==> src/rtl/ascii_time_parser_pkg.sv <==
`default_nettype none
// ============================================================================
// ascii_time_parser_pkg : ASCII codes, packed time layout and limits
// Rev 1.0
// ============================================================================
package ascii_time_parser_pkg;

  localparam logic [7:0] ASCII_T     = 8'h54;
  localparam logic [7:0] ASCII_COLON = 8'h3A;
  localparam logic [7:0] ASCII_LF    = 8'h0A;
  localparam logic [7:0] ASCII_CR    = 8'h0D;
  localparam logic [7:0] ASCII_0     = 8'h30;
  localparam logic [7:0] ASCII_9     = 8'h39;

  // Packed time word layout, shared with the time sender
  localparam int TIME_W   = 24;
  localparam int HOUR_MSB = 23;
  localparam int HOUR_LSB = 19;
  localparam int HOUR_W   = 5;
  localparam int MIN_MSB  = 18;
  localparam int MIN_LSB  = 13;
  localparam int MIN_W    = 6;
  localparam int SEC_MSB  = 12;
  localparam int SEC_LSB  = 7;
  localparam int SEC_W    = 6;
  localparam int MSEC_MSB = 6;
  localparam int MSEC_LSB = 0;

  localparam logic [6:0] HOUR_MAX   = 7'd23;
  localparam logic [6:0] MINSEC_MAX = 7'd59;

  typedef enum logic [3:0] {
    S_IDLE, S_H10, S_H1, S_C1, S_M10, S_M1, S_C2, S_S10, S_S1, S_TERM
  } parse_state_t;

  function automatic logic is_terminator(input logic [7:0] b);
    return (b == ASCII_LF) || (b == ASCII_CR);
  endfunction

endpackage
`default_nettype wire

==> src/rtl/ascii_digit_check.sv <==
`default_nettype none
// ============================================================================
// ascii_digit_check : classifies a byte as an ASCII decimal digit
// Rev 1.0
// ============================================================================
module ascii_digit_check
  import ascii_time_parser_pkg::*;
(
  input  logic [7:0] byte_in,
  output logic       is_digit,
  output logic [3:0] value
);

  always_comb begin
    is_digit = (byte_in >= ASCII_0) && (byte_in <= ASCII_9);
    value    = is_digit ? byte_in[3:0] : 4'd0;
  end

endmodule
`default_nettype wire

==> src/rtl/ascii_time_parser.sv <==
`default_nettype none
// ============================================================================
// ascii_time_parser : parses "THH:MM:SS<LF|CR>" from the RX byte stream
// Rev 1.0
// ============================================================================
module ascii_time_parser
  import ascii_time_parser_pkg::*;
#(
  parameter int unsigned TIMEOUT_CYC = 100_000_000
) (
  input  logic              clk,
  input  logic              rst,
  input  logic [7:0]        rx_data,
  input  logic              rx_done,
  output logic [TIME_W-1:0] time_set,
  output logic              set_valid,
  output logic              parse_err
);

  localparam int              CNT_W     = $clog2(TIMEOUT_CYC + 1);
  localparam logic [CNT_W-1:0] CNT_LIMIT = CNT_W'(TIMEOUT_CYC);

  parse_state_t      state_q, state_d;
  logic [3:0]        tens_q, tens_d;
  logic [HOUR_W-1:0] hour_q, hour_d;
  logic [MIN_W-1:0]  min_q, min_d;
  logic [SEC_W-1:0]  sec_q, sec_d;
  logic              range_bad_q, range_bad_d;
  logic [CNT_W-1:0]  cnt_q, cnt_d;
  logic [TIME_W-1:0] time_q, time_d;
  logic              set_valid_q, set_valid_d;
  logic              parse_err_q, parse_err_d;

  logic       is_digit;
  logic [3:0] dig_val;
  logic [6:0] field;
  logic       byte_err;

  ascii_digit_check u_digit (
    .byte_in  (rx_data),
    .is_digit (is_digit),
    .value    (dig_val)
  );

  // Full 7-bit value so out-of-range fields are caught before truncation
  assign field = 7'(tens_q) * 7'd10 + 7'(dig_val);

  always_comb begin
    state_d     = state_q;
    tens_d      = tens_q;
    hour_d      = hour_q;
    min_d       = min_q;
    sec_d       = sec_q;
    range_bad_d = range_bad_q;
    time_d      = time_q;
    set_valid_d = 1'b0;
    parse_err_d = 1'b0;
    byte_err    = 1'b0;
    cnt_d       = (state_q == S_IDLE || rx_done) ? '0 : cnt_q + CNT_W'(1);

    if (rx_done && (rx_data == ASCII_T)) begin
      state_d     = S_H10;
      tens_d      = '0;
      hour_d      = '0;
      min_d       = '0;
      sec_d       = '0;
      range_bad_d = 1'b0;
    end else if (rx_done && state_q != S_IDLE) begin
      case (state_q)
        S_H10, S_M10, S_S10: begin
          if (is_digit) begin
            tens_d  = dig_val;
            state_d = (state_q == S_H10) ? S_H1 : (state_q == S_M10) ? S_M1 : S_S1;
          end else byte_err = 1'b1;
        end
        S_H1: begin
          if (is_digit) begin
            hour_d      = field[HOUR_W-1:0];
            range_bad_d = range_bad_q | (field > HOUR_MAX);
            state_d     = S_C1;
          end else byte_err = 1'b1;
        end
        S_M1: begin
          if (is_digit) begin
            min_d       = field[MIN_W-1:0];
            range_bad_d = range_bad_q | (field > MINSEC_MAX);
            state_d     = S_C2;
          end else byte_err = 1'b1;
        end
        S_S1: begin
          if (is_digit) begin
            sec_d       = field[SEC_W-1:0];
            range_bad_d = range_bad_q | (field > MINSEC_MAX);
            state_d     = S_TERM;
          end else byte_err = 1'b1;
        end
        S_C1, S_C2: begin
          if (rx_data == ASCII_COLON) state_d = (state_q == S_C1) ? S_M10 : S_S10;
          else byte_err = 1'b1;
        end
        S_TERM: begin
          if (is_terminator(rx_data)) begin
            state_d = S_IDLE;
            if (range_bad_q) begin
              parse_err_d = 1'b1;
            end else begin
              time_d                    = '0;
              time_d[HOUR_MSB:HOUR_LSB] = hour_q;
              time_d[MIN_MSB:MIN_LSB]   = min_q;
              time_d[SEC_MSB:SEC_LSB]   = sec_q;
              time_d[MSEC_MSB:MSEC_LSB] = '0;
              set_valid_d               = 1'b1;
            end
          end else byte_err = 1'b1;
        end
        default: state_d = S_IDLE;
      endcase
    end else if (!rx_done && state_q != S_IDLE && cnt_q == CNT_LIMIT) begin
      byte_err = 1'b1;
    end

    if (byte_err) begin
      parse_err_d = 1'b1;
      state_d     = S_IDLE;
    end
    if (state_d == S_IDLE) cnt_d = '0;
  end

  always_ff @(posedge clk) begin
    if (rst) begin
      state_q     <= S_IDLE;
      tens_q      <= '0;
      hour_q      <= '0;
      min_q       <= '0;
      sec_q       <= '0;
      range_bad_q <= 1'b0;
      cnt_q       <= '0;
      time_q      <= '0;
      set_valid_q <= 1'b0;
      parse_err_q <= 1'b0;
    end else begin
      state_q     <= state_d;
      tens_q      <= tens_d;
      hour_q      <= hour_d;
      min_q       <= min_d;
      sec_q       <= sec_d;
      range_bad_q <= range_bad_d;
      cnt_q       <= cnt_d;
      time_q      <= time_d;
      set_valid_q <= set_valid_d;
      parse_err_q <= parse_err_d;
    end
  end

  assign time_set  = time_q;
  assign set_valid = set_valid_q;
  assign parse_err = parse_err_q;

endmodule
`default_nettype wire

==> config.mk <==
export PLATFORM = sky130hd
export DESIGN_NAME = ascii_time_parser
export DESIGN_NICKNAME = d
export VERILOG_FILES = /design/src/rtl/ascii_time_parser_pkg.sv /design/src/rtl/ascii_digit_check.sv /design/src/rtl/ascii_time_parser.sv
export SDC_FILE = /design/constraint.sdc
export NUM_CORES = 1
export LEC_CHECK = 0
export ABC_AREA = 1
export ABC_CLOCK_PERIOD_IN_PS = 5460
export BUFFER_PORTS_ARGS = -buffer_cell sky130_fd_sc_hd__buf_4
export CAP_MARGIN = 10
export CELL_PAD_IN_SITES_DETAIL_PLACEMENT = 0
export CELL_PAD_IN_SITES_GLOBAL_PLACEMENT = 1
export CORE_ASPECT_RATIO = 1.1
export CORE_MARGIN = 1
export CORE_UTILIZATION = 46
export CTS_CLUSTER_SIZE = 16
export DETAILED_ROUTE_END_ITERATION = 10
export HOLD_SLACK_MARGIN = 0.02
export PLACE_DENSITY = 0.89
export SLEW_MARGIN = 0
export SYNTH_ARGS = -nofsm -noshare
export SYNTH_HDL_FRONTEND = slang
export SYNTH_HIERARCHICAL = 1
export SYNTH_SLANG_ARGS = --single-unit
==> constraint.sdc <==
create_clock -name clk -period 5.46 [get_ports clk]
set_input_delay 0.819 -clock clk [delete_from_list [all_inputs] [get_ports clk]]
set_output_delay 0.819 -clock clk [all_outputs]
set_load 0.1 [all_outputs]
==> qor.yml, run 1 <==
maxCapViolCount: 0
io_pins: 37
numPortBuffers: 29
drc: 0
clkTransAtPathRegs_ns: 0.08
areaGrowthSynthToFinish_pct: 11.8
ys_async_sr_fraction: 0
gp_congestion: 0.921
postCtsSetupBuffers: 0
cp-start-kind: "primary input"
hold_violations: 0
cellPowerDensity_nw_per_um2: 233
fmax_ghz: 0.385
dpl-instance-area_sq_um: 4050
grt_max_degree: 28
worstSetupEndpointType: "register"
dieWidth_um: 88.4
cts_hold_buf: 0
hold_class: "register to register"
dr.first_iter.drc_count: 74
tightest_slew_ns: 1.01
fin_crit_sh: 0.476
arrival_ns: 2.84
htreeDepth: 3
worstPathMaxFanout: 5
final.setup.tns_ns: 0
run_status: "complete, no violations"
slew_violations: 0
leakage_nw: 1.73
netlist_instances: 530
grt_pass1_vias: 3030
die_h_um: 97.1
finClkSkew_ns: 0.0111
critPathKind: "primary input to register"
wl_per_cell_um: 11.2
drtPass1Iterations: 4
synth_edf_count: 0
synth.distinct_cells: 36
fin_cells: 673
cts_resized: 0
syn_avg_cell_area_sq_um: 7.13
antenna_found_initial: 0
drt-total-wl_mm: 7.50
fin_area_sq_um: 4230
synth-seq-cells: 72
start_util: 0.475
grt.total_usage: 0.190
clk_path_buf_depth: 2
dp.final_hpwl_mm: 5.66
tritoncts: "yes"
nNetsFinal: 581
insertion_delay_ns: 0.35
overflow: 0
clockRootBuffer: "clkbuf_8"
grt_pass1_wl_mm: 12.9
rows: 34
dieArea_sq_um: 8580
irDropWorstVdd_mv: 0.172
critical_path_required_ns: 5.70
cts.sinks: 72
diodes: 0
relSlewSlack: 0.319
dr_total_vias: 3204
fin_crit_ns: 2.60
setup_viol: 0
place_inst: 657
routed_via_density: 4.76
syn-cell-area_sq_um: 3780
drive_gt1_frac: 0.138
cts_buffers: 9
rsz0062_at_grt: "false"
ys_warn_count: 6
synthFlopType: "dfxtp_1"
core_area_sq_um: 7960
seq_area_frac_synth: 0.381
ant_nets: 0
==> sequential cells by signal, indices dropped and copies added (netlist names) <==
name / count
hour_q: 5
cnt_q: 27
state_q: 4
range_bad_q: 1
parse_err: 1
set_valid: 1
min_q: 6
sec_q: 6
tens_q: 4
time_set: 17
==> power breakdown <==
part	internal [mW]	total, mW	switching (mW)
Sequential	0.526	0.529	0.00266
Clock	0.176	0.372	0.196
Combinational	0.0212	0.0834	0.0622
Total	0.723	0.985	0.261
==> kinds of logic (layout without fill, tap and decap cells) <==
logic type               after synthesis  in the layout  share of synthesized area
other                                  1              7                   0.000992
flip-flops                            72             72                      0.381
AND/OR/NAND/NOR                      252            252                      0.302
XOR/XNOR                              28             28                     0.0649
adder cells (fa/ha/maj)               10             10                     0.0371
AO/OA/AOI/OAI                         74             74                      0.110
buffers and inverters                 93            122                      0.104
==> routing by layer <==
metal  routed length, um  GRT usage  part of all wire  vias up
met2                3700      0.325              0.49       47
met4                  67     0.0496            0.0089        0
met3                 258     0.0544             0.034        7
met1                3480      0.228              0.46     1433
met5                   0          0                 0        -
li1                    -          -                 -     1717
==> path summary, 6_finish.rpt <==
kind                            startpoint     endpoint  slack [ns]  cells past startpoint
worst max register to register  state_q[3]  time_set[9]        3.25                      6
worst min register to register    sec_q[0]     sec_q[0]        0.47                      2
worst min-delay path              sec_q[0]     sec_q[0]        0.47                      2
worst max-delay path            rx_data[7]  range_bad_q        2.86                     16
==> synthesized netlist by cell type (4+ instances only) <==
| cell | number | area [sq um] |
|---|---|---|
| nand2_1 | 89 | 334 |
| o21ai_2 | 4 | 35.0 |
| nand4_1 | 7 | 43.8 |
| xnor2_1 | 9 | 78.8 |
| nand3_1 | 21 | 105 |
| dfxtp_1 | 72 | 1440 |
| a211oi_1 | 7 | 52.6 |
| inv_1 | 76 | 285 |
| nor2_1 | 93 | 349 |
| ha_1 | 8 | 100 |
| nor2_2 | 16 | 100 |
| o21ai_0 | 30 | 150 |
| xor2_1 | 19 | 166 |
| buf_4 | 7 | 52.6 |
| a21oi_1 | 25 | 125 |
| nor3_1 | 8 | 40.0 |
| clkbuf_1 | 6 | 22.5 |
| nand2_2 | 4 | 25.0 |
==> area by class of cell <==
type	instances	area, sq um
clock buffer	11	141
clock inverter	5	32.5
fill	802	3730
inverter	77	289
multi-input combinational	371	1970
sequential	72	1440
tap	108	135
timing repair buffer	29	218
==> worst max-delay path, stage by stage <==
cell	delay (ns)
buf_4	0.11
inv_1	0.05
nand2_1	0.06
nor2_2	0.09
nand2_2	0.09
nor2_1	0.14
ha_1	0.19
inv_1	0.05
fa_1	0.40
o22ai_1	0.18
xor2_1	0.29
o21ai_0	0.12
nand2_1	0.07
nand3_1	0.06
nand2_1	0.06
a21oi_1	0.05
==> stage by stage <==
stage	hold slack (ns)	util	setup slack [ns]	total power [mW]
finish	0.472	0.531	2.86	0.985
detailed placement	0.450	0.509	2.51	0.625
global route	0.490	0.531	2.62	1.03
floorplan	0.430	-	2.86	0.611
CTS	0.471	0.531	2.87	1.00
global placement	0.445	0.509	2.58	0.624
==> cell usage in the layout, fill, tap and decap left out, types with 16 or more instances in the layout <==
cell type,count
nand2_1,89
inv_1,76
nor2_2,16
o21ai_0,30
a21oi_1,25
nand3_1,21
xor2_1,19
buf_4,29
dfxtp_1,72
nor2_1,93
Power figures use the tool's default switching activity.
==> inputs of run 2 (changes only) <==
--- a/config.mk
+++ b/config.mk
@@ -6,18 +6,18 @@
 export NUM_CORES = 1
 export LEC_CHECK = 0
 export ABC_AREA = 1
-export ABC_CLOCK_PERIOD_IN_PS = 5460
+export ABC_CLOCK_PERIOD_IN_PS = 2330
 export BUFFER_PORTS_ARGS = -buffer_cell sky130_fd_sc_hd__buf_4
 export CAP_MARGIN = 10
 export CELL_PAD_IN_SITES_DETAIL_PLACEMENT = 0
 export CELL_PAD_IN_SITES_GLOBAL_PLACEMENT = 1
 export CORE_ASPECT_RATIO = 1.1
 export CORE_MARGIN = 1
-export CORE_UTILIZATION = 46
+export CORE_UTILIZATION = 39
 export CTS_CLUSTER_SIZE = 16
 export DETAILED_ROUTE_END_ITERATION = 10
 export HOLD_SLACK_MARGIN = 0.02
-export PLACE_DENSITY = 0.89
+export PLACE_DENSITY = 0.81
 export SLEW_MARGIN = 0
 export SYNTH_ARGS = -nofsm -noshare
 export SYNTH_HDL_FRONTEND = slang
==> constraint.sdc (replaced) <==
create_clock -name clk -period 2.33 [get_ports clk]
set_input_delay 0.3495 -clock clk [delete_from_list [all_inputs] [get_ports clk]]
set_output_delay 0.3495 -clock clk [all_outputs]
set_load 0.1 [all_outputs]
==> qor.yml, run 2 (synthesis gave the netlist of run 1 again) <==
run_status: "complete, no violations"
crit_slowest_cell: "fa_1"
hold_class: "primary input to register"
combPwrFrac: 0.086  # about the same
final_cell_mix: "93 x nor2_1, 89 x nand2_1, 76 x inv_1"
maxCapViolCount: 0  # unchanged
seqPwrFrac: 0.524  # -0.013
start_util: 0.402  # -0.0729
dieWidth_um: 95.9  # +8.4%
clkTransAtPathRegs_ns: 0.08  # about the same
tritoncts: "yes"
r2r_cells: 10  # +4
irDropWorstVdd_mv: 0.295  # +71%
dr.first_iter.drc_count: 71  # -4.1%
rsz0062_at_grt: "false"
rows: 37  # +8.8%
largest_reg_flops: 27  # unchanged
postCtsSetupBuffers: 0  # unchanged
path_cells: "ha_1, ha_1, inv_1, fa_1, xor2_1, o21ai_0, nand2_1, nand3_1, nand2_1, a21oi_1"
nNetsFinal: 598  # +2.9%
hold_path_end: "state_q[2]"
rr_endpoint: "range_bad_q"
areaGrowthSynthToFinish_pct: 15.8
drc: 0  # unchanged
leakage_nw: 1.82  # +5.0%
fin_crit_ns: 2.10
cts_buffers: 9  # unchanged
cts.sinks: 72  # unchanged
die_h_um: 105  # +8.4%
layout_commonest_cell: "nor2_1"
overflow: 0  # unchanged
arrival_ns: 2.38  # -0.46 ns
critPathKind: "register to register"
numPortBuffers: 29  # unchanged
cts_resized: 0  # unchanged
clk_path_buf_depth: 2  # unchanged
crit_start: "tens_q[1]"
worstSetupEndpointType: "register"
grt.total_usage: 0.167  # -0.0223
cpPeakStageDelay_ns: 0.45  # +0.05 ns
r2r_start: "tens_q[1]"
clockRootBuffer: "clkbuf_8"
fin_crit_sh: 0.901
slew_violations: 0  # unchanged
dr_total_vias: 3296  # +2.9%
dp.final_hpwl_mm: 5.98  # +5.6%
gp_congestion: 0.840  # -8.8%
r2r_slack_ns: 0.23  # -3.02 ns
worstPathMaxFanout: 3  # -2
routed_via_density: 4.72  # -0.95%
drive_gt1_frac: 0.165  # +0.0269
dieArea_sq_um: 10100  # +18%
grt_max_degree: 28  # unchanged
setup_viol: 0  # unchanged
core_area_sq_um: 9400  # +18%
cp-start-kind: "register"
drt-total-wl_mm: 7.85  # +4.6%
insertion_delay_ns: 0.35  # about the same
antenna_found_initial: 0  # unchanged
finClkSkew_ns: 0.0133  # +0.00216 ns
ant_nets: 0  # unchanged
final.setup.tns_ns: 0  # unchanged
critical_path_required_ns: 2.61  # -3.09 ns
p_int_mw: 1.69  # +130%
switchingPower_mw: 0.671  # +160%
hp-start: "rst"
grt_pass1_vias: 3125  # +3.1%
hold_depth: 2  # unchanged
hold_violations: 0  # unchanged
cellPowerDensity_nw_per_um2: 540  # +130%
io_pins: 37  # unchanged
max_flop_register: "cnt_q"
fin_ws_ns: 0.230  # -2.63 ns
fin_area_sq_um: 4380  # +3.5%
place_ws_ns: -0.0693  # -2.57 ns
diodes: 0  # unchanged
drtPass1Iterations: 4  # unchanged
cts_hold_buf: 0  # unchanged
p_total_mw: 2.36  # +140%
htreeDepth: 3  # unchanged
fin_util: 0.466  # -0.0657
dpl-instance-area_sq_um: 4190  # +3.4%
p_clk_frac: 0.390  # +0.012
grt_pass1_wl_mm: 13.5  # +4.4%
wl_per_cell_um: 11.2  # +0.67%
fmax_ghz: 0.476
p_sw_frac: 0.284  # +0.0186
[run 2: cell count changes in the layout (fill, tap and decap cells not counted), sizes merged]
cell    previous run  this run
clkbuf            11         9
clkinv             2         0
buf               29        46
inv               77        81
[run 2: how the worst max path moves through the flow]
stage             endpoint  slack [ns]
6_report       range_bad_q        0.23
4_1_cts        range_bad_q        0.23
3_3_place_gp   range_bad_q       0.002
3_5_place_dp   range_bad_q       -0.07
5_1_grt          cnt_q[24]       0.009
2_1_floorplan  range_bad_q        0.19
[run 2: power groups by stage]
stage	Combinational, mW	Sequential (mW)	Clock (mW)
floorplan	0.159	1.27	0
global placement	0.202	1.27	0
detailed placement	0.202	1.27	0
CTS	0.203	1.24	0.948
global route	0.223	1.24	1.01
finish	0.203	1.24	0.922
[run 2: critical path, delay by kind of cell (launching register included)]
kind,cells,cell delay [ns]
xor gates and xnor gates,1,0.20
adders and majority gates,3,0.96
DFF,1,0.35
buffers and inverters,1,0.06
and+or+nand+nor,3,0.19
AOI/OAI and AO/OA,2,0.28
[run 2: final cells by class]
cell class                      instances  area [sq um]
Multi-Input combinational cell        371          1970
Timing Repair Buffer                   46           345
Tap cell                              117           146
Clock buffer                            9           124
Sequential cell                        72          1440
Fill cell                             976          5020
Clock inverter                          7          60.1
Inverter                               77           289
[run 2: per-stage QoR]
step                      instances  hold slack [ns]
after floorplan                 536            0.428
after global placement          683            0.442
after detailed placement        683            0.452
after CTS                       699            0.282
after global routing            699            0.284
final                           699            0.292
[run 2: metal layers]
metal | wire length, um | track usage | vias to the layer above
met4 | 123 | 0.0480 | 0
met5 | 0 | 0 | -
met3 | 235 | 0.0433 | 13
met1 | 3590 | 0.199 | 1487
met2 | 3900 | 0.292 | 42
li1 | - | - | 1754
